<file path="src/rtl/store_buffer_if.sv">
// store_buffer_if: store, load-check and data-memory signals of the store buffer.
// The slave modport is the buffer's view; master is the surrounding pipeline/memory.
interface store_buffer_if #(
   parameter int DEPTH = 4
);
   localparam int CW = $clog2(DEPTH) + 1;

   logic          st_valid;
   logic          st_ready;
   logic [2:0]    st_funct3;
   logic [31:0]   st_addr;
   logic [31:0]   st_wdata;
   logic          ld_valid;
   logic [31:0]   ld_addr;
   logic          ld_stall;
   logic          dmem_write;
   logic [31:0]   dmem_address;
   logic [31:0]   dmem_wdata;
   logic [3:0]    dmem_byte_enable;
   logic          dmem_resp;
   logic [CW-1:0] count;
   logic          empty;

   modport slave (
      input  st_valid, st_funct3, st_addr, st_wdata, ld_valid, ld_addr, dmem_resp,
      output st_ready, ld_stall, dmem_write, dmem_address, dmem_wdata,
             dmem_byte_enable, count, empty
   );

   modport master (
      output st_valid, st_funct3, st_addr, st_wdata, ld_valid, ld_addr, dmem_resp,
      input  st_ready, ld_stall, dmem_write, dmem_address, dmem_wdata,
             dmem_byte_enable, count, empty
   );
endinterface

</file>
<file path="src/rtl/store_buffer.sv">
// store_buffer: posted-write FIFO between the store-lane shifter and data memory.
// Stores are queued with a byte enable derived from funct3/address and drained
// in order by a two-state IDLE/WRITE FSM over a write/resp handshake.
// Optional feature macro: STBUF_LOAD_CHECK_EN -- when defined, loads stall only
// on a word-address match with an occupied entry; otherwise any load stalls
// while the buffer holds data.
module store_buffer #(
   parameter int DEPTH = 4
) (
   input logic          clk,
   input logic          rst,
   store_buffer_if.slave sb
);
   localparam int PW = $clog2(DEPTH);
   localparam int CW = PW + 1;

   typedef enum logic [0:0] {
      IDLE  = 1'b0,
      WRITE = 1'b1
   } state_t;

   state_t        state_r;
   state_t        next_state_s;
   logic [PW-1:0] head_r;
   logic [PW-1:0] tail_r;
   logic [CW-1:0] count_r;
   logic [CW-1:0] count_next_s;
   logic [29:0]   addr_mem_r [DEPTH];
   logic [31:0]   data_mem_r [DEPTH];
   logic [3:0]    be_mem_r   [DEPTH];
   logic          push_s;
   logic          pop_s;
   logic          st_ready_s;
   logic          empty_s;

   // Byte enable of a store from its type and the low address bits.
   function automatic logic [3:0] calc_be(input logic [2:0] funct3, input logic [1:0] lo);
      case (funct3)
         3'b000:  calc_be = 4'b0001 << lo;
         3'b001:  calc_be = 4'b0011 << {lo[1], 1'b0};
         default: calc_be = 4'b1111;
      endcase
   endfunction

   assign st_ready_s = (count_r != CW'(DEPTH));
   assign empty_s    = (count_r == {CW{1'b0}});
   assign push_s     = sb.st_valid && st_ready_s;
   assign pop_s      = (state_r == WRITE) && sb.dmem_resp;

   assign sb.st_ready = st_ready_s;
   assign sb.empty    = empty_s;
   assign sb.count    = count_r;

   // Occupancy after this cycle's push and/or pop.
   always_comb begin
      count_next_s = count_r;
      if (push_s && !pop_s) begin
         count_next_s = count_r + CW'(1);
      end else if (pop_s && !push_s) begin
         count_next_s = count_r - CW'(1);
      end else begin
         count_next_s = count_r;
      end
   end

   // Pointer, occupancy and drain-state registers.
   always_ff @(posedge clk or posedge rst) begin
      if (rst) begin
         state_r <= IDLE;
         head_r  <= {PW{1'b0}};
         tail_r  <= {PW{1'b0}};
         count_r <= {CW{1'b0}};
      end else begin
         state_r <= next_state_s;
         count_r <= count_next_s;
         if (push_s) begin
            tail_r <= tail_r + PW'(1);
         end
         if (pop_s) begin
            head_r <= head_r + PW'(1);
         end
      end
   end

   // Entry storage: written at the tail on accept, cleared on reset.
   always_ff @(posedge clk or posedge rst) begin
      if (rst) begin
         for (int i = 0; i < DEPTH; i++) begin
            addr_mem_r[i] <= 30'h0;
            data_mem_r[i] <= 32'h0;
            be_mem_r[i]   <= 4'h0;
         end
      end else if (push_s) begin
         addr_mem_r[tail_r] <= sb.st_addr[31:2];
         data_mem_r[tail_r] <= sb.st_wdata;
         be_mem_r[tail_r]   <= calc_be(sb.st_funct3, sb.st_addr[1:0]);
      end
   end

   // Drain FSM next state: leave WRITE only when the last entry completes.
   always_comb begin
      next_state_s = state_r;
      case (state_r)
         IDLE: begin
            if (!empty_s) begin
               next_state_s = WRITE;
            end else begin
               next_state_s = IDLE;
            end
         end
         WRITE: begin
            if (pop_s && (count_next_s == {CW{1'b0}})) begin
               next_state_s = IDLE;
            end else begin
               next_state_s = WRITE;
            end
         end
         default: next_state_s = IDLE;
      endcase
   end

   // Memory request presents the head entry while in WRITE, zeros otherwise.
   always_comb begin
      sb.dmem_write       = 1'b0;
      sb.dmem_address     = 32'h0;
      sb.dmem_wdata       = 32'h0;
      sb.dmem_byte_enable = 4'h0;
      if (state_r == WRITE) begin
         sb.dmem_write       = 1'b1;
         sb.dmem_address     = {addr_mem_r[head_r], 2'b00};
         sb.dmem_wdata       = data_mem_r[head_r];
         sb.dmem_byte_enable = be_mem_r[head_r];
      end else begin
         sb.dmem_write       = 1'b0;
         sb.dmem_address     = 32'h0;
         sb.dmem_wdata       = 32'h0;
         sb.dmem_byte_enable = 4'h0;
      end
   end

`ifdef STBUF_LOAD_CHECK_EN
   logic          hit_s;
   logic [PW-1:0] offset_s;

   // Word-address match against every occupied entry, head in flight included.
   always_comb begin
      hit_s    = 1'b0;
      offset_s = {PW{1'b0}};
      for (int i = 0; i < DEPTH; i++) begin
         offset_s = PW'(i) - head_r;
         if (({1'b0, offset_s} < count_r) && (addr_mem_r[i] == sb.ld_addr[31:2])) begin
            hit_s = 1'b1;
         end else begin
            hit_s = hit_s;
         end
      end
   end

   assign sb.ld_stall = sb.ld_valid && hit_s;
`else
   assign sb.ld_stall = sb.ld_valid && !empty_s;
`endif

endmodule

</file>
<file path="src/flat_wrapper.sv">
// flat-port wrapper written by rule: the top's interface ports become plain ports
module store_buffer_flat 
#(
   parameter int DEPTH = 4
)
  (clk, rst, sb_st_valid, sb_st_funct3, sb_st_addr, sb_st_wdata, sb_ld_valid, sb_ld_addr, sb_dmem_resp, sb_st_ready, sb_ld_stall, sb_dmem_write, sb_dmem_address, sb_dmem_wdata, sb_dmem_byte_enable, sb_count, sb_empty);
  store_buffer_if #(.DEPTH(DEPTH)) sb_i ();
  input logic clk;
  input logic rst;
  input wire logic [$bits(sb_i.st_valid)-1:0] sb_st_valid;
  input wire logic [$bits(sb_i.st_funct3)-1:0] sb_st_funct3;
  input wire logic [$bits(sb_i.st_addr)-1:0] sb_st_addr;
  input wire logic [$bits(sb_i.st_wdata)-1:0] sb_st_wdata;
  input wire logic [$bits(sb_i.ld_valid)-1:0] sb_ld_valid;
  input wire logic [$bits(sb_i.ld_addr)-1:0] sb_ld_addr;
  input wire logic [$bits(sb_i.dmem_resp)-1:0] sb_dmem_resp;
  output wire logic [$bits(sb_i.st_ready)-1:0] sb_st_ready;
  output wire logic [$bits(sb_i.ld_stall)-1:0] sb_ld_stall;
  output wire logic [$bits(sb_i.dmem_write)-1:0] sb_dmem_write;
  output wire logic [$bits(sb_i.dmem_address)-1:0] sb_dmem_address;
  output wire logic [$bits(sb_i.dmem_wdata)-1:0] sb_dmem_wdata;
  output wire logic [$bits(sb_i.dmem_byte_enable)-1:0] sb_dmem_byte_enable;
  output wire logic [$bits(sb_i.count)-1:0] sb_count;
  output wire logic [$bits(sb_i.empty)-1:0] sb_empty;
  assign sb_i.st_valid = sb_st_valid;
  assign sb_i.st_funct3 = sb_st_funct3;
  assign sb_i.st_addr = sb_st_addr;
  assign sb_i.st_wdata = sb_st_wdata;
  assign sb_i.ld_valid = sb_ld_valid;
  assign sb_i.ld_addr = sb_ld_addr;
  assign sb_i.dmem_resp = sb_dmem_resp;
  assign sb_st_ready = sb_i.st_ready;
  assign sb_ld_stall = sb_i.ld_stall;
  assign sb_dmem_write = sb_i.dmem_write;
  assign sb_dmem_address = sb_i.dmem_address;
  assign sb_dmem_wdata = sb_i.dmem_wdata;
  assign sb_dmem_byte_enable = sb_i.dmem_byte_enable;
  assign sb_count = sb_i.count;
  assign sb_empty = sb_i.empty;
  store_buffer #(.DEPTH(DEPTH)) u_core (.clk(clk), .rst(rst), .sb(sb_i));
endmodule
</file>
<file path="config.mk">
export PLATFORM = sky130hd
export DESIGN_NAME = store_buffer_flat
export DESIGN_NICKNAME = d
export VERILOG_FILES = /design/src/rtl/store_buffer_if.sv /design/src/rtl/store_buffer.sv /design/src/flat_wrapper.sv
export SDC_FILE = /design/constraint.sdc
export NUM_CORES = 1
export LEC_CHECK = 0
export ABC_AREA = 1
export BUFFER_PORTS_ARGS = -buffer_cell sky130_fd_sc_hd__buf_2
export CAP_MARGIN = 5
export CORE_ASPECT_RATIO = 0.7
export CORE_MARGIN = 4
export CORE_UTILIZATION = 50
export DETAILED_ROUTE_END_ITERATION = 12
export PLACE_DENSITY_LB_ADDON = 0.2
export REMOVE_ABC_BUFFERS = 1
export SYNTH_ARGS = -nofsm -noshare
export SYNTH_HDL_FRONTEND = slang
export SYNTH_SLANG_ARGS = --single-unit
</file>
<file path="constraint.sdc">
create_clock -name clk -period 7.5 [get_ports clk]
set_clock_uncertainty 0.2 [all_clocks]
set_input_delay 0 -clock clk [delete_from_list [all_inputs] [get_ports clk]]
set_output_delay 0 -clock clk [all_outputs]
set_load 0.005 [all_outputs]
</file>
## Word level (Yosys, flattened, before mapping)

Index checks and enable logic that the tools add are counted.

| operators by class | value |
|---|---|
| add/sub/neg operators | 4 |
| $lt $le $gt $ge | 3 |
| eq/ne operators | 2 |
| shifts and indexed selects | 2 |
| mux-type cells | 29 |
| bitwise gates (word level) | 3 |
| reduce and logical (&&, ||, !) cells | 13 |

Operators by type and width:

| kind | number |
|---|---|
| $mux W32 | 5 |
| $bwmux W128 | 1 |
| $bwmux W120 | 1 |
| $mux W30 | 3 |
| $bmux W32 S2 | 1 |
| $demux W32 S2 | 1 |
| $bmux W30 S2 | 1 |
| $demux W30 S2 | 1 |
| $mux W4 | 5 |
| $bwmux W16 | 1 |
| $logic_not A3 Y1 | 3 |
| $bmux W4 S2 | 1 |
| $demux W4 S2 | 1 |
| $pmux W4 S2 | 1 |
| $logic_and A1 B1 Y1 | 7 |
| $ge A3 B3 Y1 const B | 2 |
| $mux W3 | 2 |
| $not A2 Y3 | 2 |
| $add A2 B1 Y2 const B | 2 |
| $shl A1 B2 Y4 const A | 1 |
| $shl A2 B2 Y4 const A | 1 |
| $add A3 B1 Y3 const B | 1 |
| $eq A3 B1 Y1 const B | 1 |
| $logic_not A1 Y1 | 3 |
| 6 further kinds | 8 |

| word-level totals | value |
|---|---|
| register bits | 272 |
| input port bits | 104 |
| logic and storage cells | 72 |

## Depth between registers and ports, before layout

Gate-level depths: netlist of the first run.

| logic depth | value |
|---|---|
| word-level depth | 10 |
| mapped depth | 10 |

## Least setup slack after synthesis of the first run

Ideal clock, no wire load.

| path | value |
|---|---|
| path type | register -> register |
| start | register u_core.count_r[0], in the netlist u_core.sb.count[0] |
| end | register u_core.addr_mem_r[103] in the netlist's numbering |
| library setup time | 0.130 ns |
| arrival | 1.431 ns |
| data required time | 7.170 ns |
| path slack | 5.739 ns |
| cell stages (with the launch flop) | 11 |
| path buffers | 2 |
| clock period less this slack | 1.761 ns |
| path through | dfrtp_1 -> inv_1 -> ha_1 -> nand2_2 -> nand2_4 -> inv_8 -> nand2_4 -> buf_12 -> buf_6 -> nand2_1 -> o21ai_0 |

| on the way | value |
|---|---|
| word-level cells in the longest chain between the ends | 2 |

Ends and longest elaborated chain:

| what | RTL line | RTL |
|---|---|---|
| start, declared | store_buffer.sv:26 | `logic [CW-1:0] count_r;` |
| start signal, assigned | store_buffer.sv:72 | `count_r <= {CW{1'b0}};` |
| start signal, assigned | store_buffer.sv:75 | `count_r <= count_next_s;` |
| $ne A3 B3 Y1 | store_buffer.sv:45 | `assign st_ready_s = (count_r != CW'(DEPTH));` |
| via sb_st_ready | flat_wrapper.sv:17 | `output wire logic [$bits(sb_i.st_ready)-1:0] sb_st_ready;` |
| $logic_and A1 B1 Y1 | store_buffer.sv:47 | `assign push_s = sb.st_valid && st_ready_s;` |
| end signal, assigned by index | store_buffer.sv:94 | `addr_mem_r[tail_r] <= sb.st_addr[31:2];` |
| end, declared | store_buffer.sv:28 | `logic [29:0] addr_mem_r [DEPTH];` |

The timed path passes the listed nets, and every way through them passes these cells.
A chain may end at the register's enable or synchronous reset.

## Worst setup path after layout of the first run

| path | value |
|---|---|
| start | register u_core.head_r[0] |
| end | output sb_dmem_address[16] |

| on the way | value |
|---|---|
| word-level cells in the longest chain between the ends | 5 |

Ends and longest elaborated chain:

| what | RTL line | RTL |
|---|---|---|
| start, declared | store_buffer.sv:24 | `logic [PW-1:0] head_r;` |
| start signal, assigned | store_buffer.sv:70 | `head_r <= {PW{1'b0}};` |
| start signal, assigned | store_buffer.sv:80 | `head_r <= head_r + PW'(1);` |
| $not A2 Y3 (implied by the code) | store_buffer.sv:130 | `sb.dmem_address = {addr_mem_r[head_r], 2'b00};` |
| $bmux W30 S2 | store_buffer.sv:130 |  |
| $mux W30 (implied by the code) (2 in series) | store_buffer.sv:130 |  |
| $mux W32 | store_buffer.sv:128 | `if (state_r == WRITE) begin` |
| end, declared | flat_wrapper.sv:20 | `output wire logic [$bits(sb_i.dmem_address)-1:0] sb_dmem_address;` |

No other way between the ends. The select of a mux whose other input is x is not followed.

==> metrics.sh, run 1 <==
SYNTH_LARGEST_AREA_CELL='dfrtp_1'
ROWS=48
MAPPEDNETLISTAREA_UM2=12600
CRITPATHMAXFANOUT=67
N_ANTENNA_CELL=0
CTS_TREE='yes'
SUM_OF_OVERFLOW_ACROSS_ALL_LAYERS_AFTER_GLOBAL_ROUTING=0
DRT_FIRST_ITER_VIOLATIONS=775
WORSTHOLDPATHTYPE='in2async'
FINALCOREUTILIZATION_PCT=59.3
GROUTE.USAGE.OVERALL_PCT=22.1
WORST_PATH_DOMINANT_CELL_FAMILY='buffers and inverters'
SYNTH_FLOP_CELL='dfrtp_1'
SETUP_VIOL=0
POWER-PER-CELL-AREA_nW_PER_UM2=453
NUMCTSBUFFERS=27
DIE_H_UM=141
MAX_FREQ_MHz=297
SYNTH.TOP_CELLS.BY_COUNT='292 x nand2_1, 272 x dfrtp_1, 271 x o21ai_0, 257 x nor2_1, 123 x o21ai_1'
PIN_COUNT_OF_THE_BIGGEST_NET_ENTERING_GLOBAL_ROUTING=141
CTSHTREEMAXLEVEL=1
FINAL.HOLD.WORST_SLACK_NS=-0.0175
PLACE.DETAILED.HPWL_UM=16000
CTS_REPAIR_RESIZE_COUNT=0
RSZ0062_AT_GRT='no'
CTS.SINKS=272
DIE_AREA_UM2=27800
MAX_STAGE_DELAY_NS=0.68
SYNTH-SEQ-CELLS=272
CELL_WITH_THE_MOST_INSTANCES_AFTER_SYNTHESIS='nand2_1'
FIN_CRIT_SH_PCT=44.9
TIMING.CRITICAL_PATH.SLOWEST_STAGE_CELL='dfrtp_4'
WORST-ENDPOINT-REQUIRED_NS=7.30
AREA_GROWTH_PCT=16.4
YS_ASYNC_SR_FRACTION_PCT=100
PATH_CLASS='reg2out'
VIOLATIONS='negative hold slack'
MAXCAPVIOLCOUNT=0
REG2REG_SETUP_SLACK_NS=4.67
FIRST_PASS_ITERATION_COUNT_OF_THE_DETAILED_ROUTER=5
ANTENNA_FOUND_INITIAL=0
REMAINING_DRC_ERRORS=0
REGISTER_AREA_SHARE_AFTER_SYNTHESIS_PCT=54.2
ORDERED_LIST_OF_CELLS_ON_THE_WORST_PATH='inv_4 -> buf_4 -> o21ai_0 -> a21oi_1 -> buf_2'
CLOCKBUFFERDEPTH=3
IRDROPWORSTVDD_mV=0.371
CORE_UM2=24700
PLACE_CONGESTION=0.773
SYNTH.DISTINCT_CELLS=25
CTS.CLK_SLEW.WORST_PATHS_NS=0.06
INITIAL_STANDARD_CELL_UTILIZATION_OF_THE_CORE_PCT=50.9
DETAIL_ROUTE.VIAS_PER_CELL=5.18
DIE_X_UM=197
YOSYS-TOP-CELLS-AREA='dfrtp_1 54%, o21ai_0 11%, nand2_1 8.7%'
FINAL_HOLD_VIOL_COUNT=5
CRITPATHCAPTURETYPE='output pin'
DRT-WIRELENGTH-PER-CELL_UM=15.3
CLOCK_TREE.ROOT_CELL='clkbuf_16'
FIRST_GLOBAL_VIAS=9937
LAYOUT.FILLER_CELLS=2213
TIMING.MAX_SLEW.REL_SLACK_PCT=27.3
SYN-MEAN-INSTANCE-AREA_UM2=8.31
FINAL_ANTENNA_NET_COUNT=0
CLK_LATENCY_NS=0.52
SYNTHESIS.INSTANCES=1512
VIAS_AFTER_DETAILED_ROUTING=10400
P_LEAK_nW=7.22
DRV_SLEW=0
SYNTHESIS.YOSYS.WARNINGS=0
WL_UM=30700
CRITICAL_PATH.N_BUFFERS_INVERTERS=3
LAYOUT.NETS=1771
CRITICAL_PATH_START_TYPE='register'
IOPINCOUNT=179
PORTBUFS=144
ARRIVAL_WORST_ENDPOINT_NS=3.17
SYNTH_ENABLE_FLOP_CELLS=0
LAYOUT-DRIVE-GT1-SHARE_PCT=12.5
STATUS='finished, violations left'
POWER.TOTAL_mW=6.63
FINALCRITICALPERIOD_NS=3.37
GRT_PASS1_WL_UM=51200
SYNTH_TOP_CELL_AREA_SHARE_PCT=54.2
WORST-SLEW-PIN-TRANSITION_NS=1.09
## area by class of cell
class,count,area [um2],area share (%)
inverter,91,362,2.47
timing repair buffer,225,1520,10.4
tap,325,407,2.78
sequential,272,6810,46.5
clock inverter,3,17.5,0.120
multi-input combinational,1043,4650,31.8
clock buffer,44,860,5.87
## sequential cells by signal, summed over array words and instances (netlist names)
signal             count
u_core.data_mem_r    128
u_core.head_r          2
u_core.be_mem_r       16
u_core.tail_r          2
u_core.sb.count        3
u_core.state_r         1
u_core.addr_mem_r    120
## final timing paths
path | from | to | cells past startpoint
max | u_core.head_r[0] | sb_dmem_address[16] | 5
min | rst | u_core.data_mem_r[30] | 3
max reg2reg | u_core.sb.count[0] | u_core.data_mem_r[18] | 8
min reg2reg | u_core.be_mem_r[12] | u_core.be_mem_r[12] | 2
max in group asynchronous | rst | u_core.addr_mem_r[39] | 4
min in group clk | sb_ld_valid | sb_ld_stall | 4
## worst min-delay path, cell delays in order
cell and delay (ns):
dlygate4sd3_1 0.54, buf_2 0.16, inv_8 0.54
## timing repair
item	in CTS	in global routing
hold endpoints to repair	404	0
setup endpoints to repair	0	0
setup buffers	0	0
hold buffers	73	0
## per-stage QoR
stage,TNS (ns),hold slack (ns),cells,instance area [um2],setup slack (ns)
2_1_floorplan,-53.14,-0.129,1406,11800,-0.195
3_3_place_gp,0,0.0659,1883,13000,4.70
3_5_place_dp,0,0.0627,1883,13000,4.68
4_1_cts,0,0.0675,2003,14600,4.14
5_1_grt,0,0.100,2003,14600,3.95
6_report,0,-0.0175,2003,14600,4.13
## per-layer routing
layer	GRT usage (%)	part of all wire, %
met1	33.1	48
met3	3.42	5.6
met4	3.50	1.4
met2	35.0	45
met5	0	0
## power breakdown
group          leakage, nW  switching [mW]  total (mW)  internal, mW
Clock                0.433           0.547        1.32         0.776
Sequential            3.39           0.371        2.52          2.15
Combinational         3.39            1.72        2.78          1.06
## cells in the final DEF (no fill, tap or decap)
master         netlist  layout
nand2_1            292     292
dfrtp_1            272     270
buf_2               23     144
inv_8                1       2
o211ai_1             1       1
clkbuf_16            0      27
conb_1               1       2
buf_12               2       1
dfrtp_4              0       1
inv_2                2       2
nand4_1              2       2
clkinvlp_4           0       1
clkbuf_8             0      12
dlygate4sd3_1        0      73
nor2_1             257     257
nand2_8              2       2
mux2_2               1       1
nand2_4              3       3
inv_1               87      84
inv_4                1       1
xor2_1               2       2
dfrtp_2              0       1
nand3_1              4       4
ha_1                 7       7
clkbuf_1            40       5
o21ai_1            123     123
nand2_2              1       1
o21ai_0            271     271
clkinv_2             0       4
a21oi_1             75      75
buf_4                5       7
## logic make-up after synthesis
logic type,after synthesis,synth area share (%)
fa+ha+maj,7,0.697
flops,272,54.2
xor+xnor,2,0.139
buf+inv,198,8.84
compound gates,470,18.7
simple gates,561,17.3
other cells,1,0.0298
mux,1,0.0896
(Power assumes the default switching activity.)
==> run 2: changes to the inputs <==
--- a/config.mk
+++ b/config.mk
@@ -5,7 +5,7 @@
 export SDC_FILE = /design/constraint.sdc
 export NUM_CORES = 1
 export LEC_CHECK = 0
-export ABC_AREA = 1
+export ABC_AREA = 0
 export BUFFER_PORTS_ARGS = -buffer_cell sky130_fd_sc_hd__buf_2
 export CAP_MARGIN = 5
 export CORE_ASPECT_RATIO = 0.7
==> constraint.sdc (replaced) <==
create_clock -name clk -period 3.5 [get_ports clk]
set_clock_uncertainty 0.2 [all_clocks]
set_input_delay 0 -clock clk [delete_from_list [all_inputs] [get_ports clk]]
set_output_delay 0 -clock clk [all_outputs]
set_load 0.005 [all_outputs]
==> run 2 against run 1 <==
  * Routed wire length fell by 16%
  * Combinational power increased by 130%
  * Highest routed layer unchanged
  * Total power increased by 120%
  * Register-to-register slack lost 3.9 ns
  * Largest power group unchanged
  * Utilization increased by 1.3 points
  * Clock power up 100%
  * Worst setup slack lost 3.4 ns
  * Hold slack improved by 0.022 ns
  * The flow now finishes without violations
  * Sequential power up 130%
  * Critical path type unchanged
==> metrics.sh, run 2 <==
FINAL_ANTENNA_NET_COUNT=0
POWER.TOTAL_mW=14.7
LAYOUT-DRIVE-GT1-SHARE_PCT=51.1
WORSTHOLDPATHTYPE='in2async'
GRT_PASS1_WL_UM=42400
INITIAL_STANDARD_CELL_UTILIZATION_OF_THE_CORE_PCT=50.8
MAPPEDNETLISTAREA_UM2=12500
FINAL.SETUP.WORST_SLACK_NS=0.727
ANTENNA_FOUND_INITIAL=0
CTSHTREEMAXLEVEL=1
RR_STARTPOINT='u_core.sb.count[0]'
CELL_WITH_THE_MOST_INSTANCES_AFTER_SYNTHESIS='dfrtp_1'
MAXCAPVIOLCOUNT=0
DETAIL_ROUTE.VIAS_PER_CELL=5.36
WL_UM=25700
CLK_LATENCY_NS=0.51
PLACE_CONGESTION=0.726
PIN_COUNT_OF_THE_BIGGEST_NET_ENTERING_GLOBAL_ROUTING=120
PORTBUFS=144
DIE_AREA_UM2=27600
MOST_COMMON_LIBRARY_CELL_IN_THE_LAYOUT_IGNORING_FILL_AND_TAPS='dfrtp_1'
SYNTH_TOP_CELL_AREA_SHARE_PCT=54.4
R2R-END='u_core.data_mem_r[8]'
FINAL_HOLD_VIOL_COUNT=0
CRIT_PATH_START='u_core.head_r[0]'
GROUTE.USAGE.OVERALL_PCT=18.9
SYNTHESIS.INSTANCES=792
VIAS_AFTER_DETAILED_ROUTING=7184
TIMING.MAX_SLEW.REL_SLACK_PCT=43.9
REG2REG_SETUP_SLACK_NS=0.75
SYNTHESIS.YOSYS.WARNINGS=0
SETUP.WORST_PATH.END='sb_dmem_address[31]'
SYNTH_FLOP_CELL='dfrtp_1'
YOSYS-TOP-CELLS-AREA='dfrtp_1 54%, mux2_2 22%, mux4_2 12%'
ARRIVAL_WORST_ENDPOINT_NS=2.57
CTS_HOLD_BUF=73
REMAINING_DRC_ERRORS=0
SYN-MEAN-INSTANCE-AREA_UM2=15.8
DETAILEDPLACE.WORSTSLACK_NS=0.718
FIN_CRIT_SH_PCT=79.2
MOST-COMMON-LAYOUT-CELLS='269 x dfrtp_1, 248 x mux2_2, 144 x buf_2'
NUMCTSBUFFERS=27
FIN_SETUP_TNS_NS=0
PATH_CLASS='reg2out'
YS_ASYNC_SR_FRACTION_PCT=100
SETUP_VIOL=0
DRT-WIRELENGTH-PER-CELL_UM=19.2
CLOCK_TREE.ROOT_CELL='clkbuf_16'
DIE_X_UM=197
RSZ0062_AT_GRT='no'
DIE_H_UM=140
REGISTER_AREA_SHARE_AFTER_SYNTHESIS_PCT=54.4
WORST-SLEW-PIN-TRANSITION_NS=0.842
STATUS='finished clean'
IOPINCOUNT=179
SYNTH-SEQ-CELLS=272
CTS_REPAIR_RESIZE_COUNT=0
LAYOUT.NETS=1112
IRDROPWORSTVDD_mV=0.541
POSTLAYOUTCELLAREA_UM2=14900
FINALCRITICALPERIOD_NS=2.77
WORST-ENDPOINT-REQUIRED_NS=3.30
FIRST_PASS_ITERATION_COUNT_OF_THE_DETAILED_ROUTER=4
DRV_SLEW=0
ROWS=48
N_ANTENNA_CELL=0
SYNTH.DISTINCT_CELLS=30
CORE_UM2=24600
SYNTH.TOP_CELLS.BY_COUNT='272 x dfrtp_1, 248 x mux2_2, 67 x and2_1, 66 x mux4_2, 30 x buf_6'
CTS.CLK_SLEW.WORST_PATHS_NS=0.06
DRT_FIRST_ITER_VIOLATIONS=266
POWER-PER-CELL-AREA_nW_PER_UM2=987
CRITPATHMAXFANOUT=50
P_LEAK_nW=6.58
MAX_FREQ_MHz=361
POST_CTS_BUFFERS=0
CTS_TREE='yes'
SYNTH_ENABLE_FLOP_CELLS=0
PLACEMENT.CELL_AREA_UM2=13400
MAX_FLOP_REGISTER='u_core.data_mem_r'
SUM_OF_OVERFLOW_ACROSS_ALL_LAYERS_AFTER_GLOBAL_ROUTING=0
LARGEST_REG_FLOPS=128
AREA_GROWTH_PCT=19.4
CRITPATHCAPTURETYPE='output pin'
LAYOUT.FILLER_CELLS=1935
PLACE.DETAILED.HPWL_UM=15300
CRITICAL_PATH_START_TYPE='register'
CTS.SINKS=272
CLOCKBUFFERDEPTH=3
TIMING.REG2REG.WORST_PATH_DEPTH=6
BIGGESTREGSBYFLOPS='u_core.data_mem_r (128), u_core.addr_mem_r (120), u_core.be_mem_r (16)'
SYNTH_LARGEST_AREA_CELL='dfrtp_1'
FIRST_GLOBAL_VIAS=7783
[run 2: power by group]
| part | total, mW | switching (mW) | internal (mW) | leakage (nW) |
|---|---|---|---|---|
| logic | 6.30 | 2.37 | 3.94 | 2.96 |
| registers | 5.75 | 0.967 | 4.78 | 3.22 |
| clock network | 2.67 | 1.15 | 1.53 | 0.396 |
| total | 14.7 | 4.48 | 10.2 | 6.58 |
[run 2: worst max-delay path: stages, from the launching register on]
cell,delay (ns)
dfrtp_4,0.69
buf_12,0.42
mux4_2,0.56
and2_1,0.20
buf_2,0.13
[run 2: metrics by stage]
| step | cells | hold slack (ns) | util (%) |
|---|---|---|---|
| after global routing | 1340 | 0.0822 | 60.6 |
| final | 1340 | 0.00435 | 60.6 |
| after global placement | 1224 | 0.0508 | 54.4 |
| after CTS | 1340 | 0.0412 | 60.6 |
| after detailed placement | 1224 | 0.0532 | 54.4 |
| after floorplan | 739 | -0.0897 | - |
[run 2: layer usage]
| metal | global-route usage (%) | vias to the layer above | share of wire [%] |
|---|---|---|---|
| met5 | 0 | - | 0 |
| met1 | 27.3 | 3745 | 47 |
| met4 | 2.95 | 0 | 1.5 |
| met2 | 31.1 | 125 | 47 |
| li1 | - | 3285 | - |
| met3 | 3.51 | 29 | 4.6 |
[run 2: layout make-up]
type                    instances  area, um2  area share, %
repair buffers                233       1660           11.1
clock buffers                  40        785           5.26
flip-flops and latches        272       6820           45.7
well taps                     325        407           2.72
multi-input cells             460       5210           34.9
inverters                       7       33.8          0.226
clock inverters                 3       15.0          0.101
[run 2: cell families after synthesis]
family	synth area share, %
xor+xnor	0.420
mux	34.2
simple gates	4.50
buf+inv	4.07
other cells	0.0300
fa+ha+maj	0.781
flops	54.4
compound gates	1.52
[run 2: worst min-delay path by stage]
| stage | from | to | cells after the start |
|---|---|---|---|
| 5_1_grt | rst | u_core.data_mem_r[105] | 3 |
| 2_1_floorplan | sb_ld_valid | sb_ld_stall | 1 |
| 3_5_place_dp | rst | u_core.data_mem_r[27] | 2 |
| 4_1_cts | rst | u_core.data_mem_r[9] | 3 |
| 3_3_place_gp | rst | u_core.data_mem_r[73] | 2 |
| 6_report | rst | u_core.data_mem_r[27] | 3 |
==> run 3: changes to the inputs <==
--- a/config.mk
+++ b/config.mk
@@ -5,7 +5,7 @@
 export SDC_FILE = /design/constraint.sdc
 export NUM_CORES = 1
 export LEC_CHECK = 0
-export ABC_AREA = 0
+export ABC_AREA = 1
 export BUFFER_PORTS_ARGS = -buffer_cell sky130_fd_sc_hd__buf_2
 export CAP_MARGIN = 5
 export CORE_ASPECT_RATIO = 0.7
==> constraint.sdc (replaced) <==
create_clock -name clk -period 2.5 [get_ports clk]
set_clock_uncertainty 0.2 [all_clocks]
set_input_delay 0 -clock clk [delete_from_list [all_inputs] [get_ports clk]]
set_output_delay 0 -clock clk [all_outputs]
set_load 0.005 [all_outputs]
==> run 3 against run 2 <==
  * Clock power increased by 52%
  * Routed wire length up 21%
  * Final area increased by 0.50%
  * Non-clock buffer count is 18 higher
  * Sequential cell count is the same
  * Combinational power up 41%
  * Via count grew 46%
  * Register-to-register slack worse by 0.43 ns
  * Critical path type unchanged
  * Largest cell class unchanged
  * Highest routed layer unchanged
==> metrics.sh, run 3 (same netlist as run 1, synthesis figures left out) <==
FINAL_HOLD_VIOL_COUNT=0
RSZ0062_AT_GRT='no'
STATUS='finished clean'
VIAS_AFTER_DETAILED_ROUTING=10500
WORST_PATH_DOMINANT_CELL_FAMILY='buffers and inverters'
LAYOUT.NETS=1797
WORST-SLEW-PIN-TRANSITION_NS=0.541
CRITICAL_PATH_START_TYPE='register'
DRT-WIRELENGTH-PER-CELL_UM=15.3
GROUTE.USAGE.OVERALL_PCT=22.5
TIMING.CRITICAL_PATH.SLOWEST_STAGE_CELL='dfrtp_4'
FINALCRITICALPERIOD_NS=2.37
CORE_UM2=24700
P_LEAK_nW=7.41
CTSHTREEMAXLEVEL=1
CRITPATHMAXFANOUT=53
TIMING.MAX_SLEW.REL_SLACK_PCT=63.5
ROWS=48
CTS_HOLD_BUF=73
FIRST_GLOBAL_VIAS=10100
LARGEST_REG_FLOPS=128
FINALCOREUTILIZATION_PCT=60.8
PORTBUFS=144
MAX_FLOP_REGISTER='u_core.data_mem_r'
BIGGESTREGSBYFLOPS='u_core.data_mem_r (128), u_core.addr_mem_r (120), u_core.be_mem_r (16)'
FINALNONFILLERCELLS=2029
CLOCK_TREE.ROOT_CELL='clkbuf_16'
DETAILEDPLACE.WORSTSLACK_NS=0.364
CTS.CLK_SLEW.WORST_PATHS_NS=0.06
MAX_STAGE_DELAY_NS=0.52
PLACEDCELLCOUNT=1909
LAYOUT-DRIVE-GT1-SHARE_PCT=13.9
CLK_LATENCY_NS=0.52
DIE_H_UM=141
TIMING.REG2REG.WORST_PATH_DEPTH=9
WORST-ENDPOINT-REQUIRED_NS=2.30
PLACE.DETAILED.HPWL_UM=18600
N_ANTENNA_CELL=0
SETUP_VIOL=0
FIN_CRIT_SH_PCT=94.9
DRV_SLEW=0
CRITICAL_PATH.N_BUFFERS_INVERTERS=3
WL_UM=31100
PIN_COUNT_OF_THE_BIGGEST_NET_ENTERING_GLOBAL_ROUTING=81
RR_STARTPOINT='u_core.sb.count[1]'
LAYOUT.FILLER_CELLS=2207
CTS_REPAIR_RESIZE_COUNT=0
DRT_FIRST_ITER_VIOLATIONS=839
FINAL.SETUP.WORST_SLACK_NS=0.127
CTS_TREE='yes'
DETAIL_ROUTE.VIAS_PER_CELL=5.19
R2R-END='u_core.data_mem_r[10]'
NUMCTSBUFFERS=27
CTS.SINKS=272
IRDROPWORSTVDD_mV=0.888
POWER-PER-CELL-AREA_nW_PER_UM2=1360
PLACE_CONGESTION=0.772
CLOCKBUFFERDEPTH=3
CRITPATHCAPTURETYPE='output pin'
DIE_AREA_UM2=27800
PATH_CLASS='reg2out'
DIE_X_UM=197
REMAINING_DRC_ERRORS=0
FIRST_PASS_ITERATION_COUNT_OF_THE_DETAILED_ROUTER=5
MOST-COMMON-LAYOUT-CELLS='292 x nand2_1, 271 x o21ai_0, 270 x dfrtp_1'
WORST_HOLD_PATH.ENDPOINT='sb_ld_stall'
MOST_COMMON_LIBRARY_CELL_IN_THE_LAYOUT_IGNORING_FILL_AND_TAPS='nand2_1'
SUM_OF_OVERFLOW_ACROSS_ALL_LAYERS_AFTER_GLOBAL_ROUTING=0
STARTPOINT_OF_THE_TIGHTEST_HOLD_CHECK_PATH='sb_ld_valid'
POST_CTS_BUFFERS=0
REG2REG_SETUP_SLACK_NS=0.32
ANTENNA_FOUND_INITIAL=0
MAXCAPVIOLCOUNT=0
ARRIVAL_WORST_ENDPOINT_NS=2.17
GRT_PASS1_WL_UM=52200
ORDERED_LIST_OF_CELLS_ON_THE_WORST_PATH='inv_4 -> buf_4 -> o21ai_0 -> a21oi_1 -> buf_2'
IOPINCOUNT=179
AREA_GROWTH_PCT=19.4
INITIAL_STANDARD_CELL_UTILIZATION_OF_THE_CORE_PCT=50.9
WORSTHOLDPATHTYPE='in2out'
FINAL_ANTENNA_NET_COUNT=0
MIN_PATH_CELLS=4
MAX_FREQ_MHz=421
## run 3: cell types whose count changed in the layout (fill, tap and decap cells not counted), moves of 4 or more
| cell | change |
|---|---|
| a21oi_1 | +73 |
| and2_1 | -67 |
| buf_12 | +7 |
| buf_4 | +11 |
| inv_1 | +78 |
| inv_2 | +4 |
| mux2_2 | -247 |
| mux4_2 | -66 |
| nand2_1 | +273 |
| nor2_1 | +254 |
| o21ai_0 | +252 |
| o21ai_1 | +123 |
| xnor2_1 | -6 |
## run 3: worst max path at each step
stage	slack (ns)	endpoint	startpoint	depth (start not counted)
after floorplan	-5.20	u_core.addr_mem_r[0]	rst	1
after global placement	0.42	u_core.data_mem_r[22]	u_core.sb.count[0]	8
after CTS	0.12	sb_dmem_address[3]	u_core.head_r[0]	5
after global routing	0.00005	sb_dmem_address[6]	u_core.head_r[0]	5
after detailed placement	0.36	u_core.data_mem_r[22]	u_core.sb.count[1]	8
final	0.13	sb_dmem_address[10]	u_core.head_r[0]	5
## run 3: layout make-up
| class | instances | area [um2] | area share [%] |
|---|---|---|---|
| Clock buffer | 38 | 787 | 5.25 |
| Clock inverter | 9 | 101 | 0.676 |
| Inverter | 91 | 359 | 2.39 |
| Multi-Input combinational cell | 1043 | 4650 | 31.0 |
| Sequential cell | 272 | 6810 | 45.4 |
| Tap cell | 325 | 407 | 2.71 |
| Timing Repair Buffer | 251 | 1880 | 12.5 |
## run 3: through the flow
stage / setup TNS (ns) / cell area [um2] / total power, mW / hold WS (ns)
finish: 0 / 15000 / 20.4 / 0.0825
global route: 0 / 15000 / 22.2 / 0.115
CTS: 0 / 15000 / 20.6 / 0.0815
detailed placement: 0 / 13400 / 16.3 / -0.164
global placement: 0 / 13400 / 16.1 / -0.167
floorplan: -1506.35 / 11800 / 12.8 / -0.129
## run 3: power breakdown
part | total [mW] | switching (mW) | internal [mW]
Clock | 4.06 | 1.67 | 2.39
Sequential | 7.49 | 1.04 | 6.45
Combinational | 8.86 | 5.36 | 3.50
## run 3: routing by layer
layer / up-vias / GRT usage, % / wire length [um]
li1: 5215 / - / -
met1: 5008 / 34.0 / 15100
met2: 260 / 35.2 / 13900
met3: 39 / 3.13 / 1680
met4: 0 / 4.38 / 457
met5: - / 0 / 0
## run 3: worst reg2reg max path: stages, from the launching register on
cell,delay (ns)
dfrtp_1,0.43
inv_1,0.12
ha_1,0.20
nand2_2,0.12
nand2_4,0.13
inv_8,0.07
nand2_4,0.34
buf_4,0.33
nand2_1,0.09
o21ai_1,0.08
